$ cat config.mk
export PLATFORM = sky130hd
export DESIGN_NAME = lc3_mio_arbiter
export DESIGN_NICKNAME = d
export VERILOG_FILES = /design/src/rtl/lc3_mio_arbiter.sv
export SDC_FILE = /design/constraint.sdc
export NUM_CORES = 1
export LEC_CHECK = 0
export CORE_MARGIN = 4
export CORE_UTILIZATION = 45
export CTS_BUF_LIST = sky130_fd_sc_hd__clkbuf_16
export DETAILED_ROUTE_END_ITERATION = 8
export GPL_TIMING_DRIVEN = 1
export PLACE_DENSITY = 0.85
export SKIP_CTS_REPAIR_TIMING = 1
export SYNTH_ARGS = -nofsm -noshare
export SYNTH_HDL_FRONTEND = slang
export SYNTH_SLANG_ARGS = --single-unit
$ cat constraint.sdc
create_clock -name clk -period 3.13 [get_ports clk]
set_input_delay 0.626 -clock clk [delete_from_list [all_inputs] [get_ports clk]]
set_output_delay 0.626 -clock clk [all_outputs]
set_load 0.02 [all_outputs]
$ cat src/rtl/lc3_mio_arbiter.sv
// lc3_mio_arbiter: two-port sequencer for the LC3 memory/IO unit (MAR, MDR, memory, KBSR/KBDR/DSR/DDR).
// Port 0 is the CPU control FSM and port 1 is the debug/loader port. One transaction is granted at a time.
// The arbiter drives the DATABUS source and the LD_MAR/LD_MDR/MIO_EN/R_W/GateMDR strobes.
// Optional feature: define LC3_MIO_ARB_TIMEOUT_EN to add a wait-for-R watchdog.
// The watchdog aborts an access after TO_CYC not-ready cycles and reports it with err.
module lc3_mio_arbiter #(
    parameter bit          RR_EN  = 1'b1,
    parameter int unsigned TO_CYC = 255
) (
    input  logic        clk,
    input  logic        reset,
    input  logic        req0,
    input  logic        req1,
    input  logic        we0,
    input  logic        we1,
    input  logic [15:0] addr0,
    input  logic [15:0] addr1,
    input  logic [15:0] wdata0,
    input  logic [15:0] wdata1,
    output logic        done0,
    output logic        done1,
    output logic [15:0] rdata,
    output logic        err,
    output logic        busy,
    output logic [15:0] bus_out,
    output logic        bus_en,
    output logic        LD_MAR,
    output logic        LD_MDR,
    output logic        MIO_EN,
    output logic        R_W,
    output logic        GateMDR,
    input  logic [15:0] MDRbus,
    input  logic        R
);

    localparam int unsigned DW = 16;

    typedef enum logic [2:0] {
        S_IDLE  = 3'd0,
        S_ADDR  = 3'd1,
        S_WDATA = 3'd2,
        S_ACC   = 3'd3,
        S_RD    = 3'd4,
        S_DONE  = 3'd5
    } state_t;

    typedef struct packed {
        logic          we;
        logic [DW-1:0] addr;
        logic [DW-1:0] wdata;
    } xact_t;

    state_t        state_q, state_d;
    logic          sel_q, sel_d;
    logic          last_q, last_d;
    logic          grant_c;
    xact_t         xact_q, xact_d;
    logic [DW-1:0] rdata_q, rdata_d;

    logic          bus_en_q, bus_en_d;
    logic [DW-1:0] bus_out_q, bus_out_d;
    logic          ld_mar_q, ld_mar_d;
    logic          ld_mdr_wr_q, ld_mdr_wr_d;
    logic          mio_en_q, mio_en_d;
    logic          r_w_q, r_w_d;
    logic          acc_rd_q, acc_rd_d;
    logic          gate_mdr_q, gate_mdr_d;
    logic          done0_q, done0_d;
    logic          done1_q, done1_d;
    logic          busy_q, busy_d;

`ifdef LC3_MIO_ARB_TIMEOUT_EN
    localparam int unsigned   CW       = 8;
    localparam logic [CW-1:0] TO_LAST  = CW'(TO_CYC - 1);
    localparam logic [DW-1:0] TO_RDATA = 16'hDEAD;

    logic [CW-1:0] cnt_q, cnt_d;
    logic          err_q, err_d;
`else
    logic unused_to_cyc;
    assign unused_to_cyc = ^TO_CYC;
`endif

    // Next-state: arbitration in IDLE, sequencing through the access, read data capture
    always_comb begin
        state_d = state_q;
        sel_d   = sel_q;
        last_d  = last_q;
        xact_d  = xact_q;
        rdata_d = rdata_q;
        grant_c = 1'b0;
`ifdef LC3_MIO_ARB_TIMEOUT_EN
        cnt_d   = cnt_q;
        err_d   = 1'b0;
`endif
        case (state_q)
            S_IDLE: begin
                if (req0 || req1) begin
                    if (req0 && req1) begin
                        grant_c = RR_EN ? ~last_q : 1'b0;
                    end else begin
                        grant_c = req1;
                    end
                    sel_d        = grant_c;
                    xact_d.we    = grant_c ? we1    : we0;
                    xact_d.addr  = grant_c ? addr1  : addr0;
                    xact_d.wdata = grant_c ? wdata1 : wdata0;
                    state_d      = S_ADDR;
                end
            end
            S_ADDR: begin
                state_d = xact_q.we ? S_WDATA : S_ACC;
`ifdef LC3_MIO_ARB_TIMEOUT_EN
                cnt_d   = '0;
`endif
            end
            S_WDATA: begin
                state_d = S_ACC;
            end
            S_ACC: begin
                if (R) begin
                    state_d = xact_q.we ? S_DONE : S_RD;
                end
`ifdef LC3_MIO_ARB_TIMEOUT_EN
                else if (cnt_q == TO_LAST) begin
                    state_d = S_DONE;
                    err_d   = 1'b1;
                    if (!xact_q.we) begin
                        rdata_d = TO_RDATA;
                    end
                end else begin
                    cnt_d = cnt_q + CW'(1);
                end
`endif
            end
            S_RD: begin
                rdata_d = MDRbus;
                state_d = S_DONE;
            end
            S_DONE: begin
                last_d  = sel_q;
                state_d = S_IDLE;
            end
            default: begin
                state_d = S_IDLE;
            end
        endcase
    end

    // Strobe decode of the upcoming state, registered so outputs align with the state they belong to
    always_comb begin
        bus_en_d    = 1'b0;
        bus_out_d   = '0;
        ld_mar_d    = 1'b0;
        ld_mdr_wr_d = 1'b0;
        mio_en_d    = 1'b0;
        r_w_d       = 1'b0;
        acc_rd_d    = 1'b0;
        gate_mdr_d  = 1'b0;
        done0_d     = 1'b0;
        done1_d     = 1'b0;
        busy_d      = (state_d != S_IDLE);
        case (state_d)
            S_ADDR: begin
                bus_en_d  = 1'b1;
                bus_out_d = xact_d.addr;
                ld_mar_d  = 1'b1;
            end
            S_WDATA: begin
                bus_en_d    = 1'b1;
                bus_out_d   = xact_d.wdata;
                ld_mdr_wr_d = 1'b1;
            end
            S_ACC: begin
                mio_en_d = 1'b1;
                r_w_d    = xact_d.we;
                acc_rd_d = ~xact_d.we;
            end
            S_RD: begin
                gate_mdr_d = 1'b1;
            end
            S_DONE: begin
                done0_d = ~sel_d;
                done1_d = sel_d;
            end
            default: begin
                busy_d = 1'b0;
            end
        endcase
    end

    // State, transaction latch and registered strobes; reset aborts any transaction immediately
    always_ff @(posedge clk or negedge reset) begin
        if (!reset) begin
            state_q     <= S_IDLE;
            sel_q       <= 1'b0;
            last_q      <= 1'b1;
            xact_q      <= '0;
            rdata_q     <= '0;
            bus_en_q    <= 1'b0;
            bus_out_q   <= '0;
            ld_mar_q    <= 1'b0;
            ld_mdr_wr_q <= 1'b0;
            mio_en_q    <= 1'b0;
            r_w_q       <= 1'b0;
            acc_rd_q    <= 1'b0;
            gate_mdr_q  <= 1'b0;
            done0_q     <= 1'b0;
            done1_q     <= 1'b0;
            busy_q      <= 1'b0;
        end else begin
            state_q     <= state_d;
            sel_q       <= sel_d;
            last_q      <= last_d;
            xact_q      <= xact_d;
            rdata_q     <= rdata_d;
            bus_en_q    <= bus_en_d;
            bus_out_q   <= bus_out_d;
            ld_mar_q    <= ld_mar_d;
            ld_mdr_wr_q <= ld_mdr_wr_d;
            mio_en_q    <= mio_en_d;
            r_w_q       <= r_w_d;
            acc_rd_q    <= acc_rd_d;
            gate_mdr_q  <= gate_mdr_d;
            done0_q     <= done0_d;
            done1_q     <= done1_d;
            busy_q      <= busy_d;
        end
    end

`ifdef LC3_MIO_ARB_TIMEOUT_EN
    // Watchdog counter and abort flag
    always_ff @(posedge clk or negedge reset) begin
        if (!reset) begin
            cnt_q <= '0;
            err_q <= 1'b0;
        end else begin
            cnt_q <= cnt_d;
            err_q <= err_d;
        end
    end

    assign err = err_q;
`else
    assign err = 1'b0;
`endif

    // The MDR capture of a read must land in the exact cycle memory reports ready, so it is gated by R
    assign LD_MDR  = ld_mdr_wr_q | (acc_rd_q & R);
    assign bus_en  = bus_en_q;
    assign bus_out = bus_out_q;
    assign LD_MAR  = ld_mar_q;
    assign MIO_EN  = mio_en_q;
    assign R_W     = r_w_q;
    assign GateMDR = gate_mdr_q;
    assign done0   = done0_q;
    assign done1   = done1_q;
    assign busy    = busy_q;
    assign rdata   = rdata_q;

endmodule
Word level (Yosys, flattened, before mapping)
Cells that the tools add are included.
{"block": "op_classes", "n_eq_ne": 10, "n_mux": 26, "bitwise": 5, "reduce_logical": 6}
{"operator": "$mux W33", "n": 2}
{"operator": "$mux W16", "n": 2}
{"operator": "$pmux W16 S2", "n": 1}
{"operator": "$mux W1", "n": 18}
{"operator": "$pmux W3 S5", "n": 1}
{"operator": "$eq A3 B2 Y1 const B", "n": 4}
{"operator": "$eq A3 B3 Y1 const B", "n": 4}
{"operator": "$eq A3 B1 Y1 const B", "n": 2}
{"operator": "$mux W3", "n": 2}
{"operator": "$reduce_or A5 Y1", "n": 1}
{"operator": "$logic_not A3 Y1", "n": 1}
{"operator": "$not A1 Y1", "n": 3}
{"operator": "$reduce_bool A3 Y1", "n": 1}
{"operator": "$reduce_or A2 Y1", "n": 1}
{"operator": "$and A1 B1 Y1", "n": 1}
{"operator": "$logic_and A1 B1 Y1", "n": 1}
{"operator": "$logic_or A1 B1 Y1", "n": 1}
{"operator": "$or A1 B1 Y1", "n": 1}
{"block": "totals", "reg_bits": 80, "inputBits": 87, "output_inout_bits": 42}

Depth between registers and ports, before layout
Gate-level depths: netlist of run 1.
{"block": "depth", "word_depth": 9, "depth_mapped": 6, "depth_no_buf": 4}

Least setup slack after synthesis of run 1
OpenSTA, ideal clock, no wires.
{"block": "synth_timing", "kind": "input port to output port", "from": "in R", "to": "out LD_MDR", "arrival_ps": 828, "required_ps": 2504, "path_slack_ps": 1676, "path_stages": 1, "path_cell_list": "a21o_1"}
{"block": "synth_via", "elab_chain_cells": 2}
{"element": "from (decl)", "line": "33", "text": "input logic R"}
{"element": "$and A1 B1 Y1", "line": "249", "text": "assign LD_MDR = ld_mdr_wr_q | (acc_rd_q & R);"}
{"element": "$or A1 B1 Y1", "line": "249"}
{"element": "to (decl)", "line": "28", "text": "output logic LD_MDR,"}
No other way between the ends.

Final worst setup path of run 1
Same ends and word-level chain as after synthesis.

==> results.rst, run 1 <==
.. list-table::
   :header-rows: 1

   * - Metric
     - Value
   * - Number of input and output port buffers inserted
     - 127
   * - Required @ worst endpoint
     - 2.50 ns
   * - Final routed wire length divided by cell count
     - 16.30 microns
   * - Filler cell count
     - 496
   * - Number of storage elements in the synthesis netlist
     - 64
   * - Clock-pin transition on the worst setup and hold timing paths
     - 0.05 ns
   * - Max-cap violation count
     - 0
   * - Clock tree from TritonCTS
     - built
   * - Dpl cells
     - 434
   * - Post-synth top cells
     - dfrtp_1, mux2i_1, o21ai_1, o21ai_0, nand2_1
   * - Weighted congestion at the end of routability-driven global placement
     - 0.7834
   * - Combinational fraction of design power
     - 42.0%
   * - Signed area change from the synthesized netlist to the final layout
     - 49.20%
   * - Synthesized area divided by synthesized cell count
     - 12.04 sq um
   * - Leak
     - 1.949 nW
   * - Crit path DAT
     - 1.95 ns
   * - Largest net degree at the start of global routing
     - 37
   * - Most common cell in the synthesized netlist
     - dfrtp_1
   * - Maximum achievable frequency
     - 0.3890 GHz
   * - Design internal power
     - 0.002551 W
   * - Class of the tightest hold or removal check
     - primary input to async pin
   * - Endpoint kind of the worst setup timing path
     - primary output
   * - Mux cell area share after synthesis
     - 18.22%
   * - Max stage delay cell, worst path
     - clkdlybuf4s50_1
   * - Ant diodes
     - 0
   * - Ys flop type
     - dfrtp_1
   * - Initial cell density of the core
     - 46.55%
   * - Area of the multi-input gates
     - 1146 sq um
   * - Number of H-tree branching levels
     - 3
   * - Post-detailed-route count of antenna-violating nets
     - 0
   * - Count of buffer and inverter cells on the critical path
     - 2
   * - Critical path depth in cells
     - 3
   * - I/O pin total
     - 129
   * - Top-area cell type share of the netlist area
     - 53.03%
   * - Setup repair after global routing missed its margin
     - false
   * - Post-route core utilization
     - 69.46%
   * - Std-Cell Rows
     - 29
   * - Count of pins over their slew limit
     - 0
   * - Switch Pwr
     - 0.001342 W
   * - Post-synthesis compound-gate area fraction
     - 12.58%
   * - Detailed-router iteration count before antenna repair
     - 4
   * - Top area cells in the synthesized netlist
     - dfrtp_1, mux2i_1, o21ai_1, o21ai_0, mux2_4
   * - Drt first-iter violations
     - 69
   * - Largest vdd supply drop
     - 497.9 uV
   * - Total die area
     - 7971 sq um
   * - Clock tree root buffer cell
     - clkbuf_16
   * - Aggregate routed wire length
     - 7319 microns
   * - Buffer levels on the longest clock path
     - 2
   * - Cell-by-cell listing of the critical path
     - clkdlybuf4s50_1 > a21o_1 > clkdlybuf4s50_1
   * - Transition time at the pin with the least slew margin
     - 1.015 ns
   * - First-pass GRT wire length
     - 11560 microns
   * - Synth area leader
     - dfrtp_1
   * - Yosys warning total
     - 0
   * - DRC viols
     - 0
   * - Clock buffer count from CTS
     - 9
   * - Share of power burned in the clock network
     - 21.6%
   * - Grt ovf
     - 0
   * - Most numerous cell on the critical path
     - clkdlybuf4s50_1
   * - Area share of fa/ha/maj cells after synthesis
     - 0%
   * - Sequential Power Share
     - 36.5%
   * - HPWL Detailed
     - 5388 microns
   * - Gate Count Post-Synth
     - 247
   * - Fraction of synthesized cell area in xor and xnor cells
     - 0%
   * - Average via count per standard cell
     - 5.100
   * - Dominant combinational cell family by area after synthesis
     - multiplexers
   * - Vias in the first global route
     - 2412
   * - Summed instance area of the synthesized netlist
     - 2973 sq um
   * - Worst slew margin
     - 32.26%
   * - Number of distinct library cell variants in the gate-level netlist after synthesis
     - 39
   * - Final critical-path share of the clock period
     - 82.14%
   * - FF+latch area
     - 1603 sq um
   * - Setup ws final
     - 0.5590 ns
   * - Crit path largest cell delay
     - 0.60 ns
   * - Type of element launching the critical path
     - primary input
   * - Cell type group with the largest total delay on the critical path
     - buffers and inverters
   * - Fraction of final layout cells with drive strength greater than 1
     - 12.63%
   * - Number of antenna violations at the first check in global routing
     - 0
   * - Switching fraction of total power
     - 34.47%
   * - Setup TNS
     - 0 ns
   * - Via total after detailed routing
     - 2290
   * - Max Clock Skew
     - 0.005570 ns
   * - Length in cells of the worst reg-to-reg path
     - 3
   * - Worst setup slack before clock tree synthesis
     - 0.5886 ns
   * - Synthesized-area fraction occupied by and/or/nand/nor cells
     - 7.365%
   * - Power per cell area
     - 877.6 nW/um^2
   * - Number of enable-type register cells in the synthesized netlist
     - 0
   * - Final instance count without filler cells
     - 449
   * - Status
     - completed
   * - Maximum net fanout on the critical path
     - 5
   * - Worst-Skew Late Latency
     - 0.31 ns
   * - Sequential element share of the synthesized area
     - 53.91%
   * - Crit Path Category
     - primary input to primary output
   * - Number of nets in the synthesized netlist
     - 334
   * - Core outline area
     - 6386 sq um
   * - Overall die height
     - 89.28 microns
   * - Share of synthesized flip-flops with an asynchronous set or reset
     - 100.0%
   * - Time the final worst path needs with I/O delays and setup
     - 2.571 ns
   * - Clock sinks
     - 64
   * - Final number of hold-violating endpoints
     - 0
   * - Chip Width
     - 89.28 microns
   * - Global-route usage over all layers
     - 19.26%
   * - Number of nets in the finished design
     - 455
   * - Setup-failing EPs final
     - 0
[routing by layer]
layer,global-route usage (%),up-vias,wire length [microns]
met2,33.69,85,3874
met1,22.24,1097,2785
li1,-,1096,-
met4,8.660,0,123
met3,4.700,12,536
met5,0,-,0
[placed cells by master (no fill, tap or decap), drive strengths merged, types with 5 or more instances in the layout]
master / count
clkdlybuf4s50: 126
dfrtp: 63
o21ai: 52
mux2i: 32
nand2: 23
mux2: 17
clkbuf: 9
buf: 8
clkinv: 6
inv: 5
[power by group through the flow]
stage | sequential [W] | clock (W) | combinational (W)
finish | 0.00142 | 0.000840 | 0.00163
detailed placement | 0.00142 | 0 | 0.00165
CTS | 0.00142 | 0.000854 | 0.00165
floorplan | 0.00161 | 0 | 0.000832
global placement | 0.00141 | 0 | 0.00160
global route | 0.00146 | 0.000906 | 0.00176
[cell families (layout without fill, tap and decap cells)]
kind of cell           Yosys count  after routing
AO/OA/AOI/OAI                   65             65
AND/OR/NAND/NOR                 39             39
buffers and inverters           29            154
other                            1              1
flip-flops                      64             64
multiplexers                    49             49
[worst paths after layout]
kind	slack, ns	startpoint	endpoint
setup reg to reg	1.24	state_q[1]	bus_out[3]
max in group asynchronous	1.96	reset	last_q
setup / recovery	0.56	R	LD_MDR
hold / removal	0.40	reset	rdata[4]
hold reg to reg	0.47	xact_q[14]	bus_out[14]
min in group clk	0.47	xact_q[14]	bus_out[14]
[sequential cells by signal (all words and copies together) (netlist names)]
register,flops
MIO_EN,1
sel_q,1
LD_MAR,1
xact_q,17
done1,1
rdata,16
R_W,1
state_q,3
ld_mdr_wr_q,1
done0,1
acc_rd_q,1
last_q,1
bus_en,1
GateMDR,1
busy,1
bus_out,16
[final cells by class]
| class | count | share of cell area (%) |
|---|---|---|
| clock buffers | 9 | 5.078 |
| clock inverters | 6 | 0.6206 |
| inverters | 5 | 0.4231 |
| multi-input cells | 154 | 25.84 |
| flip-flops and latches | 64 | 36.14 |
| well taps | 77 | 2.172 |
| repair buffers | 134 | 29.73 |
[per-stage QoR]
stage	total power, W	hold slack [ns]	cell area, sq um
floorplan	0.002447	0.3304	2973
CTS	0.003926	0.4210	4436
global route	0.004133	0.4643	4436
finish	0.003893	0.3976	4436
detailed placement	0.003071	0.4679	4183
global placement	0.003011	0.4562	4183
No activity file was read; power rests on OpenSTA's default activity.
==> inputs of run 2 (changes only) <==
- CORE_UTILIZATION: 45 -> 38
- PLACE_DENSITY: 0.85 -> 0.76
- clock period: 3.13 -> 2.25 ns (I/O delays scaled with it)
==> run 2 against run 1 <==
Effect of this change: hold slack worse by 0.26 ns; final cell count up 6.2%; global-route usage down 3.5 points; flip-flop and latch count unchanged; register-to-register slack worse by 0.70 ns; non-clock buffer count up 7; die area up 17%; largest power group unchanged.
==> results.rst, run 2 (synthesis gave the netlist of run 1 again) <==
.. list-table::
   :header-rows: 1

   * - Metric
     - Value
   * - DRC viols
     - 0 (unchanged)
   * - Count of pins over their slew limit
     - 0 (unchanged)
   * - Power per cell area
     - 1201 nW/um^2 (was 877.6 nW/um^2)
   * - Dpl cells
     - 463 (was 434)
   * - Clock tree root buffer cell
     - clkbuf_16 (unchanged)
   * - Weighted congestion at the end of routability-driven global placement
     - 0.7494 (was 0.7834)
   * - Fraction of final layout cells with drive strength greater than 1
     - 13.23% (was 12.63%)
   * - Setup-failing EPs final
     - 0 (unchanged)
   * - Via total after detailed routing
     - 2264 (was 2290)
   * - Vias in the first global route
     - 2306 (was 2412)
   * - Setup slack on the worst flop-to-flop path
     - 0.54 ns (was 1.24 ns)
   * - Overall die height
     - 96.45 microns (was 89.28 microns)
   * - Most used cells in the layout excluding fill and tap cells
     - clkdlybuf4s50_1, dfrtp_1, mux2i_1, o21ai_1, o21ai_0 (unchanged)
   * - Grt ovf
     - 0 (unchanged)
   * - Max stage delay cell, worst path
     - clkdlybuf4s50_1 (unchanged)
   * - Status
     - completed (unchanged)
   * - Time the final worst path needs with I/O delays and setup
     - 2.132 ns
   * - Detailed-router iteration count before antenna repair
     - 5 (was 4)
   * - Most frequent standard cell in the layout excluding fill and tap cells
     - clkdlybuf4s50_1 (unchanged)
   * - Switching fraction of total power
     - 33.74% (was 34.47%)
   * - Maximum achievable frequency
     - 0.4690 GHz
   * - First-pass GRT wire length
     - 11180 microns (was 11560 microns)
   * - Number of H-tree branching levels
     - 3 (unchanged)
   * - I/O pin total
     - 129 (unchanged)
   * - FF+latch area
     - 1603 sq um (unchanged)
   * - Worst-Skew Late Latency
     - 0.31 ns (about the same)
   * - Setup repair after global routing missed its margin
     - false (unchanged)
   * - Chip Width
     - 96.45 microns (was 89.28 microns)
   * - Clock tree from TritonCTS
     - built (unchanged)
   * - Setup TNS
     - 0 ns (unchanged)
   * - Class of the tightest hold or removal check
     - primary input to async pin (unchanged)
   * - Drt first-iter violations
     - 103 (was 69)
   * - Area of the multi-input gates
     - 1152 sq um (was 1146 sq um)
   * - Initial cell density of the core
     - 40.13% (was 46.55%)
   * - Sequential Power Share
     - 34.8% (was 36.5%)
   * - HPWL Detailed
     - 5400 microns (was 5388 microns)
   * - Largest vdd supply drop
     - 542.9 uV (was 497.9 uV)
   * - Share of power burned in the clock network
     - 20.9% (was 21.6%)
   * - Final critical-path share of the clock period
     - 94.77%
   * - Clock-pin transition on the worst setup and hold timing paths
     - 0.05 ns (about the same)
   * - Required @ worst endpoint
     - 1.80 ns (was 2.50 ns)
   * - Maximum net fanout on the critical path
     - 2 (was 5)
   * - Max FFs per register
     - 17 (unchanged)
   * - Global-route usage over all layers
     - 15.75% (was 19.26%)
   * - Endpoint kind of the worst setup timing path
     - primary output (unchanged)
   * - Core outline area
     - 7408 sq um (was 6386 sq um)
   * - Post-detailed-route count of antenna-violating nets
     - 0 (unchanged)
   * - Max Clock Skew
     - 0.005892 ns (was 0.005570 ns)
   * - Leak
     - 1.998 nW (was 1.949 nW)
   * - Most numerous cell on the critical path
     - clkdlybuf4s50_1 (unchanged)
   * - Transition time at the pin with the least slew margin
     - 0.5681 ns (was 1.015 ns)
   * - Final number of hold-violating endpoints
     - 0 (unchanged)
   * - Worst setup slack before clock tree synthesis
     - 0.1097 ns (was 0.5886 ns)
   * - Ant diodes
     - 0 (unchanged)
   * - Std-Cell Rows
     - 31 (was 29)
   * - Signed area change from the synthesized netlist to the final layout
     - 53.07% (was 49.20%)
   * - Number of nets in the finished design
     - 462 (was 455)
   * - Largest net degree at the start of global routing
     - 41 (was 37)
   * - Most flop-heavy register
     - xact_q (unchanged)
   * - Setup ws final
     - 0.1178 ns (was 0.5590 ns)
   * - Length in cells of the worst reg-to-reg path
     - 4 (was 3)
   * - Total chip power
     - 0.005463 W (was 0.003893 W)
   * - Worst slew margin
     - 62.13% (was 32.26%)
   * - Combinational fraction of design power
     - 44.3% (was 42.0%)
   * - Number of antenna violations at the first check in global routing
     - 0 (unchanged)
   * - Aggregate routed wire length
     - 6982 microns (was 7319 microns)
   * - Final instance count without filler cells
     - 477 (was 449)
   * - Type of element launching the critical path
     - primary input (unchanged)
   * - Post-Route Hold Slack
     - 0.1334 ns (was 0.3976 ns)
   * - Clock sinks
     - 64 (unchanged)
   * - Design internal power
     - 0.003620 W (was 0.002551 W)
   * - Cell-by-cell listing of the critical path
     - clkdlybuf4s50_1 > a21o_1 > clkdlybuf4s50_1 (unchanged)
   * - Total die area
     - 9303 sq um (was 7971 sq um)
   * - Number of input and output port buffers inserted
     - 127 (unchanged)
   * - Crit path largest cell delay
     - 0.61 ns (was 0.60 ns)
   * - Average via count per standard cell
     - 4.746 (was 5.100)
   * - Launch point of the critical path
     - R (unchanged)
   * - Max-cap violation count
     - 0 (unchanged)
   * - Crit Path Category
     - primary input to primary output (unchanged)
   * - Clock buffer count from CTS
     - 9 (unchanged)
   * - Crit path DAT
     - 1.68 ns (was 1.95 ns)
   * - Final routed wire length divided by cell count
     - 14.64 microns (was 16.30 microns)
   * - Worst reg2reg startpoint
     - state_q[2] (was state_q[1])
   * - Filler cell count
     - 616 (was 496)
   * - Buffer levels on the longest clock path
     - 2 (unchanged)
   * - Reg2Reg Capture Point
     - R_W (was bus_out[3])
   * - Switch Pwr
     - 0.001843 W (was 0.001342 W)
==> run 2: cell types whose count changed in the layout (fill, tap and decap cells not counted), sizes merged <==
cell,previous run,this run
inv,5,7
clkinv,6,3
buf,8,15
==> run 2: layer usage <==
metal	GRT usage [%]	share of wire [%]	vias up
met5	0	0	-
met4	6.659	1.0	0
li1	-	-	1109
met2	25.63	48	80
met1	19.71	43	1071
met3	4.338	8.0	4
==> run 2: layout make-up <==
class / instances / share of cell area, %
Clock buffer: 9 / 4.949
Multi-Input combinational cell: 154 / 25.32
Clock inverter: 5 / 0.4124
Sequential cell: 64 / 35.22
Tap cell: 99 / 2.722
Timing Repair Buffer: 141 / 30.96
Inverter: 5 / 0.4124
==> run 2: critical path, delay by kind of cell <==
| kind | cells | cell delay, ns |
|---|---|---|
| buffers and inverters | 2 | 1.11 |
| AOI/OAI and AO/OA | 1 | 0.12 |
==> run 2: power by group through the flow <==
stage	Sequential, W	Combinational, W	Clock (W)
after floorplan	0.00225	0.00116	0
after global placement	0.00190	0.00241	0
after detailed placement	0.00192	0.00245	0
after CTS	0.00191	0.00246	0.00117
after global routing	0.00197	0.00264	0.00123
final	0.00190	0.00242	0.00114
==> run 2: worst max path at each step <==
stage                end  slack, ns
6_report          LD_MDR       0.12
5_1_grt           LD_MDR       0.08
4_1_cts           LD_MDR       0.10
3_5_place_dp      LD_MDR       0.11
3_3_place_gp      LD_MDR       0.11
2_1_floorplan  rdata[10]       0.81
==> run 2: stage by stage <==
| step | utilization [%] | cell area (sq um) |
|---|---|---|
| after floorplan | - | 2973 |
| after global placement | 58.13 | 4307 |
| after detailed placement | 58.13 | 4307 |
| after CTS | 61.43 | 4551 |
| after global routing | 61.43 | 4551 |
| final | 61.43 | 4551 |
==> inputs of run 3 (changes only) <==
==> constraint.sdc (replaced) <==
create_clock -name clk -period 2.25 [get_ports clk]
set_input_delay 0.5625 -clock clk [delete_from_list [all_inputs] [get_ports clk]]
set_output_delay 0.5625 -clock clk [all_outputs]
set_load 0.02 [all_outputs]
==> run 3 against run 2 <==
Effect of this change: final cell count up 0.63%; clock skew down 0.00051 ns; flip-flop and latch count unchanged; die area stayed put; non-clock buffer count up 1; total power is 2.7% higher; global-route usage up 0.90 points; combinational power about the same; wire length rose by 1.6%; register-to-register slack got worse by 0.03 ns; clock power increased by 13%; highest routed layer unchanged.
==> results.rst, run 3 (synthesis gave the netlist of run 1 again) <==
.. list-table::
   :header-rows: 1

   * - Metric
     - Value
   * - Cell-by-cell listing of the critical path
     - clkdlybuf4s50_1 > a21o_1 > dlymetal6s2s_1 (was clkdlybuf4s50_1 > a21o_1 > clkdlybuf4s50_1)
   * - Area of the multi-input gates
     - 1152 sq um (unchanged)
   * - Overall die height
     - 96.45 microns (unchanged)
   * - Setup-failing EPs final
     - 0 (unchanged)
   * - Cell area after layout
     - 4586 sq um (was 4551 sq um)
   * - Core outline area
     - 7408 sq um (unchanged)
   * - FF+latch area
     - 1603 sq um (unchanged)
   * - Time the final worst path needs with I/O delays and setup
     - 1.972 ns (was 2.132 ns)
   * - Final critical-path share of the clock period
     - 87.63% (was 94.77%)
   * - Post-detailed-placement cell area
     - 4302 sq um (was 4307 sq um)
   * - Type of element launching the critical path
     - primary input (unchanged)
   * - Chip Width
     - 96.45 microns (unchanged)
   * - Crit path DAT
     - 1.41 ns (was 1.68 ns)
   * - HPWL Detailed
     - 5468 microns (was 5400 microns)
   * - Maximum net fanout on the critical path
     - 2 (unchanged)
   * - Setup repair after global routing missed its margin
     - false (unchanged)
   * - Post-Route Hold Slack
     - 0.2561 ns (was 0.1334 ns)
   * - Max-cap violation count
     - 0 (unchanged)
   * - Clock buffer count from CTS
     - 9 (unchanged)
   * - Number of nets in the finished design
     - 463 (was 462)
   * - Endpoint kind of the worst setup timing path
     - primary output (unchanged)
   * - Initial cell density of the core
     - 40.13% (unchanged)
   * - Number of antenna violations at the first check in global routing
     - 0 (unchanged)
   * - Status
     - completed (unchanged)
   * - Leak
     - 2.040 nW (was 1.998 nW)
   * - First-pass GRT wire length
     - 11630 microns (was 11180 microns)
   * - Clock sinks
     - 64 (unchanged)
   * - Length in cells of the worst reg-to-reg path
     - 4 (unchanged)
   * - Most used cells in the layout excluding fill and tap cells
     - clkdlybuf4s50_1, dfrtp_1, mux2i_1, o21ai_1, o21ai_0 (unchanged)
   * - Final routed wire length divided by cell count
     - 14.78 microns (was 14.64 microns)
   * - Maximum achievable frequency
     - 0.5072 GHz (was 0.4690 GHz)
   * - Clock-pin transition on the worst setup and hold timing paths
     - 0.05 ns (about the same)
   * - DRC viols
     - 0 (unchanged)
   * - Number of input and output port buffers inserted
     - 127 (unchanged)
   * - Max FFs per register
     - 17 (unchanged)
   * - Drt first-iter violations
     - 44 (was 103)
   * - Std-Cell Rows
     - 31 (unchanged)
   * - Most flop-heavy register
     - xact_q (unchanged)
   * - Weighted congestion at the end of routability-driven global placement
     - 0.7926 (was 0.7494)
   * - Clock tree root buffer cell
     - clkbuf_16 (unchanged)
   * - Largest net degree at the start of global routing
     - 30 (was 41)
   * - Clock tree from TritonCTS
     - built (unchanged)
   * - Max stage delay cell, worst path
     - clkdlybuf4s50_1 (unchanged)
   * - Detailed-router iteration count before antenna repair
     - 4 (was 5)
   * - Vias in the first global route
     - 2411 (was 2306)
   * - Required @ worst endpoint
     - 1.69 ns (was 1.80 ns)
   * - Power per cell area
     - 1224 nW/um^2 (was 1201 nW/um^2)
   * - Post-route core utilization
     - 61.90% (was 61.43%)
   * - Total die area
     - 9303 sq um (unchanged)
   * - Worst slew margin
     - 58.67% (was 62.13%)
   * - Filler cell count
     - 620 (was 616)
   * - Class of the tightest hold or removal check
     - primary input to async pin (unchanged)
   * - Worst-Skew Late Latency
     - 0.32 ns (was 0.31 ns)
   * - Buffer levels on the longest clock path
     - 2 (unchanged)
   * - Number of H-tree branching levels
     - 3 (unchanged)
   * - Setup slack on the worst flop-to-flop path
     - 0.51 ns (was 0.54 ns)
   * - Crit path largest cell delay
     - 0.49 ns (was 0.61 ns)
   * - Grt ovf
     - 0 (unchanged)
   * - Max Clock Skew
     - 0.005382 ns (was 0.005892 ns)
   * - Ant diodes
     - 0 (unchanged)
   * - Count of pins over their slew limit
     - 0 (unchanged)
   * - Signed area change from the synthesized netlist to the final layout
     - 54.25% (was 53.07%)
   * - Global-route usage over all layers
     - 16.65% (was 15.75%)
   * - Crit Path Category
     - primary input to primary output (unchanged)
   * - Fraction of final layout cells with drive strength greater than 1
     - 14.44% (was 13.23%)
   * - Aggregate routed wire length
     - 7094 microns (was 6982 microns)
   * - Post-detailed-route count of antenna-violating nets
     - 0 (unchanged)
   * - Average via count per standard cell
     - 4.727 (was 4.746)
   * - Most frequent standard cell in the layout excluding fill and tap cells
     - clkdlybuf4s50_1 (unchanged)
   * - I/O pin total
     - 129 (unchanged)
   * - Final number of hold-violating endpoints
     - 0 (unchanged)
   * - Largest vdd supply drop
     - 541.4 uV (was 542.9 uV)
   * - Via total after detailed routing
     - 2269 (was 2264)
   * - Transition time at the pin with the least slew margin
     - 0.6199 ns (was 0.5681 ns)
[run 3: changes by cell type in the layout (fill, tap and decap cells not counted), sizes merged]
| cell | previous run | this run |
|---|---|---|
| buf | 15 | 16 |
| bufinv | 0 | 1 |
| clkdlybuf4s50 | 126 | 125 |
| dlymetal6s2s | 0 | 1 |
| inv | 7 | 8 |
[run 3: through the flow]
stage                     setup TNS, ns  total power (W)  worst slack (ns)  cells
after floorplan                       0         0.003404            0.8103    247
after global placement          -0.1126         0.004308           -0.1126    464
after detailed placement        -0.1062         0.004370           -0.1062    464
after CTS                       -0.1159         0.005688           -0.1159    480
after global routing                  0         0.005997            0.2419    480
final                                 0         0.005613            0.2784    480
[run 3: report_power, final]
part	switching (W)	total [W]	leakage, nW	internal [W]
combinational	0.00117	0.00242	1.08	0.00125
sequential	0.000245	0.00190	0.812	0.00166
clock	0.000454	0.00129	0.153	0.000837
total	0.00187	0.00561	2.04	0.00374
[run 3: layout make-up]
| type | count | share of cell area (%) |
|---|---|---|
| Sequential cell | 64 | 34.95 |
| Timing Repair Buffer | 142 | 30.67 |
| Multi-Input combinational cell | 154 | 25.13 |
| Clock buffer | 9 | 4.911 |
| Tap cell | 99 | 2.701 |
| Clock inverter | 7 | 1.228 |
| Inverter | 5 | 0.4093 |
[run 3: worst paths after layout]
path / start / end
worst min register to register: xact_q[3] / bus_out[3]
worst max-delay path: R / LD_MDR
worst min-delay path: reset / rdata[2]
worst max register to register: state_q[2] / R_W
max in group asynchronous: reset / bus_out[3]
min in group clk: xact_q[3] / bus_out[3]
[run 3: critical path: cells and delay by family]
kind | cells | cell delay [ns]
AOI/OAI and AO/OA | 1 | 0.12
buffers and inverters | 2 | 0.72
[run 3: routing by layer]
layer	share of wire [%]	routed length, microns	up-vias	global-route usage, %
li1	-	-	1108	-
met1	42	2979	1073	20.97
met2	48	3432	79	26.72
met3	7.8	553	9	4.415
met4	1.8	128	0	7.710
met5	0	0	-	0
